[src/rtl/pair_detect_pkg.sv]
// Shared encodings for the time-multiplexed 00/11 pair detector.
package pair_detect_pkg;

    typedef logic [2:0] state_t;

    localparam logic [2:0] ST_A = 3'b000;
    localparam logic [2:0] ST_B = 3'b001;
    localparam logic [2:0] ST_C = 3'b011;
    localparam logic [2:0] ST_D = 3'b100;
    localparam logic [2:0] ST_E = 3'b101;

    function automatic int ch_w(input int n);
        return (n < 2) ? 1 : $clog2(n);
    endfunction

endpackage

[src/rtl/pair_detect_core.sv]
// Combinational next-state / Moore output of the 00/11 pair detector.
// state | meaning
// A 000 | idle, no history
// B 001 | last bit 0, no pair
// C 011 | last bit 1, no pair
// D 100 | "00" seen (z=1)
// E 101 | "11" seen (z=1)
module pair_detect_core
    import pair_detect_pkg::*;
(
    input  state_t i_state,
    input  logic   i_w,
    output state_t o_next_state,
    output logic   o_z
);

    always_comb begin
        o_next_state = ST_A;
        case (i_state)
            ST_A:       o_next_state = i_w ? ST_C : ST_B;
            ST_B, ST_D: o_next_state = i_w ? ST_C : ST_D;
            ST_C, ST_E: o_next_state = i_w ? ST_E : ST_B;
            default:    o_next_state = ST_A;
        endcase
        o_z = (o_next_state == ST_D) || (o_next_state == ST_E);
    end

endmodule

[src/rtl/pair_detect_scheduler.sv]
// Round-robin scheduler sharing one pair detector across N_CH serial streams,
// with per-channel saved context and a single tagged result port.
module pair_detect_scheduler
    import pair_detect_pkg::*;
#(
    parameter int N_CH  = 4,
    parameter int CNT_W = 8,
    localparam int CH_W = ch_w(N_CH)
) (
    input  logic             clk,
    input  logic             reset,
    input  logic [N_CH-1:0]  in_valid,
    input  logic [N_CH-1:0]  in_bit,
    output logic [N_CH-1:0]  in_ready,
    input  logic [N_CH-1:0]  ch_clear,
    input  logic             cnt_clr,
    output logic             out_valid,
    output logic [CH_W-1:0]  out_ch,
    output logic [2:0]       out_state,
    output logic             out_z,
    output logic [CNT_W-1:0] match_cnt
);

    state_t           r_ctx [N_CH];
    logic [CH_W-1:0]  r_ptr;
    logic             r_out_valid;
    logic [CH_W-1:0]  r_out_ch;
    state_t           r_out_state;
    logic             r_out_z;
    logic [CNT_W-1:0] r_cnt;

    logic [N_CH-1:0]  w_elig;
    logic [N_CH-1:0]  w_grant;
    logic             w_found;
    logic [CH_W-1:0]  w_gidx;
    state_t           w_next;
    logic             w_z;

    // A clearing channel is never eligible, so clear and grant never collide.
    assign w_elig = in_valid & ~ch_clear & {N_CH{reset}};

    always_comb begin
        w_found = 1'b0;
        w_gidx  = '0;
        w_grant = '0;
        for (int k = 0; k < N_CH; k++) begin
            if (!w_found && w_elig[(int'(r_ptr) + k) % N_CH]) begin
                w_found = 1'b1;
                w_gidx  = CH_W'((int'(r_ptr) + k) % N_CH);
                w_grant[(int'(r_ptr) + k) % N_CH] = 1'b1;
            end
        end
    end

    assign in_ready = w_grant;

    pair_detect_core u_core (
        .i_state      (r_ctx[w_gidx]),
        .i_w          (in_bit[w_gidx]),
        .o_next_state (w_next),
        .o_z          (w_z)
    );

    always_ff @(posedge clk) begin
        if (!reset) begin
            for (int i = 0; i < N_CH; i++) r_ctx[i] <= ST_A;
            r_ptr       <= '0;
            r_out_valid <= 1'b0;
            r_out_ch    <= '0;
            r_out_state <= ST_A;
            r_out_z     <= 1'b0;
            r_cnt       <= '0;
        end else begin
            for (int i = 0; i < N_CH; i++) begin
                if (ch_clear[i]) r_ctx[i] <= ST_A;
            end
            r_out_valid <= w_found;
            if (w_found) begin
                r_ctx[w_gidx] <= w_next;
                r_ptr         <= (w_gidx == CH_W'(N_CH - 1)) ? '0 : w_gidx + 1'b1;
                r_out_ch      <= w_gidx;
                r_out_state   <= w_next;
                r_out_z       <= w_z;
            end
            if (cnt_clr)
                r_cnt <= '0;
            else if (w_found && w_z && (r_cnt != {CNT_W{1'b1}}))
                r_cnt <= r_cnt + 1'b1;
        end
    end

    assign out_valid = r_out_valid;
    assign out_ch    = r_out_ch;
    assign out_state = r_out_state;
    assign out_z     = r_out_z;
    assign match_cnt = r_cnt;

endmodule

[config.mk]
export PLATFORM = sky130hd
export DESIGN_NAME = pair_detect_scheduler
export DESIGN_NICKNAME = d
export VERILOG_FILES = /design/src/rtl/pair_detect_pkg.sv /design/src/rtl/pair_detect_core.sv /design/src/rtl/pair_detect_scheduler.sv
export SDC_FILE = /design/constraint.sdc
export NUM_CORES = 1
export LEC_CHECK = 0
export ABC_AREA = 0
export CAP_MARGIN = 5
export CORE_ASPECT_RATIO = 0.8
export CORE_UTILIZATION = 58
export DETAILED_ROUTE_END_ITERATION = 6
export PLACE_DENSITY_LB_ADDON = 0.2
export SLEW_MARGIN = 15
export SYNTH_ARGS = -nofsm -noshare
export SYNTH_HDL_FRONTEND = slang
export SYNTH_SLANG_ARGS = --single-unit
[constraint.sdc]
create_clock -name clk -period 5.73 [get_ports clk]
set_input_delay 0.8595 -clock clk [delete_from_list [all_inputs] [get_ports clk]]
set_output_delay 0.8595 -clock clk [all_outputs]
set_load 0.01 [all_outputs]
==> flow_summary.json <==
{
  "hold_viol_final": 0,
  "drcViolationCount": 0,
  "fillers": 248,
  "final_util": 0.731,
  "h-tree-depth": 2,
  "cts_root_buf": "clkbuf_8",
  "layout.nets": 294,
  "drtIter0Drc": 132,
  "p_leak_nw": 0.985,
  "initial_utilization": 0.611,
  "syn_area_um2": 2120,
  "yosysTopAreaCellShare": 0.170,
  "antenna_found_initial": 0,
  "dieArea_um2": 3910,
  "clk_path_buf_depth": 2,
  "max_clock_freq_mhz": 219,
  "cp_max_fo": 20,
  "postCtsResizedCells": 0,
  "routed_via_density": 6.17,
  "p_total_mw": 0.557,
  "fin_skew_ns": 0.00639,
  "row_count": 19,
  "core_region_area_um2": 3470,
  "grt_pass1_vias": 1724,
  "holdWs_ns": 0.475,
  "synth_warnings": 0,
  "cts_tree": "built",
  "holdPathEnd": "out_z",
  "vdd_drop_max_mv": 0.207,
  "grt_pass1_wl_um": 8050,
  "synthMostInstantiatedCell": "nor2_1",
  "busiest_layer": "met2",
  "required_ns": 4.87,
  "dieWidth_um": 69.6,
  "hold_path_depth": 1,
  "yosys-top-cells-count": "nor2_1 (20), nand2_1 (19), dfxtp_1 (17)",
  "die_y_um": 56.1,
  "ctsHoldBuffers": 0,
  "avgRoutedWirePerCell_um": 15.5,
  "ys_seq_area_frac": 0.330,
  "netlist_instances": 238,
  "min_from": "out_z",
  "r2r_slack_ns": 1.87,
  "io_pins": 34,
  "first_pass_iters": 4,
  "final.min_clock_period_ns": 4.57,
  "post_cts_buffers": 0,
  "synth_area_leaders": "edfxtp_1 (17%), dfxtp_1 (16%), ha_1 (5.3%), mux2i_1 (4.7%), nor2_1 (3.5%)",
  "rsz0062_at_grt": "false",
  "r2r_cells": 9,
  "place_inst": 305,
  "synth_async_sr_flop_share": 0,
  "wl_um": 4840,
  "overflow": 0,
  "cts.sinks": 29,
  "vias": 1931,
  "worstReg2RegStart": "r_ptr[0]",
  "place_hpwl_um": 3530,
  "status": "completed",
  "powerDensity_nw_per_um2": 219,
  "cp.arrival_ns": 3.71,
  "yosys_most_used_dff": "dfxtp_1",
  "critPathKind": "input pin to primary output",
  "track_usage": 0.261,
  "tightest_slew_ns": 0.839,
  "r2r_end": "match_cnt[7]",
  "cp-start-kind": "input pin",
  "fin_crit_sh": 0.798,
  "area.growth.synth_to_final_pct": 19.6,
  "numCtsBuffers": 5,
  "synth_area_leader_cell": "edfxtp_1",
  "routabilityCongestion": 0.816,
  "gr-usage-met2": 0.416,
  "drv_slew": 0,
  "avgSynthCellArea_um2": 8.92,
  "ys_seq_elements": 29,
  "grt_use_met3": 0.0616,
  "fin_cells": 313,
  "finalSetupViolCount": 0,
  "hp-class": "flip-flop to flip-flop",
  "clk_pin_slew_ns": 0.06,
  "port_buffers": 33,
  "use_met1": 0.362,
  "setup_tns_ns": 0,
  "grt_max_degree": 21,
  "final_layout_size_suffix_gt1_frac": 0.0812,
  "synth_cell_types": 62,
  "clk_latency_ns": 0.28,
  "end_kind": "primary output",
  "n_antenna_cell": 0,
  "ant_nets": 0,
  "cap_viol_max_count": 0,
  "synth-edff-count": 12,
  "syn-num-nets": 262,
  "slew_headroom": 0.425
}
-- worst max path at each step --
stage | from | endpoint | slack, ns | cells past startpoint
detailed placement | reset | in_ready[2] | 1.18 | 8
floorplan | reset | in_ready[0] | 2.63 | 6
global placement | reset | in_ready[2] | 1.27 | 8
CTS | reset | in_ready[2] | 1.16 | 8
global route | reset | in_ready[1] | 1.01 | 8
finish | reset | in_ready[2] | 1.16 | 8
-- sequential cells by signal, summed over array words and instances (netlist names) --
name,flops
r_ptr,2
out_z,1
match_cnt,8
out_state,3
out_ch,2
out_valid,1
r_ctx,12
-- routing by layer --
layer / vias up / share of wire
li1: 952 / -
met1: 907 / 0.46
met2: 70 / 0.46
met3: 2 / 0.077
met4: 0 / 0.0021
met5: - / 0
-- cells in the final DEF (no fill, tap or decap), types with 4 or more instances in the layout --
master,instances
edfxtp_1,12
a22o_1,4
nand2b_1,7
nor3_1,8
xor2_1,6
nand3b_1,4
and2_1,4
nand2_1,19
dfxtp_1,17
or3_1,4
nand3_1,8
ha_1,9
clkdlybuf4s50_1,33
and3_1,5
inv_1,10
o21ai_0,10
o21a_1,4
nor2_1,20
mux2i_1,10
a21oi_1,14
clkbuf_8,5
a221o_1,4
-- per-stage QoR --
step,setup WS [ns],cell area [µm²]
floorplan,2.63,2120
CTS,1.16,2540
detailed placement,1.18,2450
global route,1.01,2540
finish,1.16,2540
global placement,1.27,2450
-- report_power, final --
group | internal [mW] | leakage (nW) | switching (mW)
logic | 0.0693 | 0.667 | 0.0829
clock network | 0.0839 | 0.0450 | 0.0746
registers | 0.230 | 0.273 | 0.0155
total | 0.384 | 0.985 | 0.173
-- final cells by class --
class | count | area [µm²] | area share
inverters | 10 | 37.5 | 0.0148
multi-input cells | 189 | 1320 | 0.520
flip-flops and latches | 29 | 701 | 0.276
clock inverters | 2 | 10.0 | 0.00394
well taps | 42 | 52.6 | 0.0207
repair buffers | 35 | 345 | 0.136
clock buffers | 6 | 72.6 | 0.0286
-- critical path, stage by stage --
cell and delay [ns]:
clkdlybuf4s50_1 0.93, and4bb_1 0.33, a31oi_2 0.07, mux2i_1 0.39, nor2_1 0.18, a22o_1 0.21
a221o_1 0.25, clkdlybuf4s50_1 0.47
-- cell families after synthesis --
| group | Yosys count | synth area share |
|---|---|---|
| adder cells (fa/ha/maj) | 9 | 0.0531 |
| AND/OR/NAND/NOR | 94 | 0.241 |
| XOR/XNOR | 7 | 0.0289 |
| buffers and inverters | 20 | 0.0483 |
| multiplexers | 12 | 0.0631 |
| flip-flops | 29 | 0.330 |
| AO/OA/AOI/OAI | 67 | 0.235 |
No activity file was read; power rests on OpenSTA's default activity.
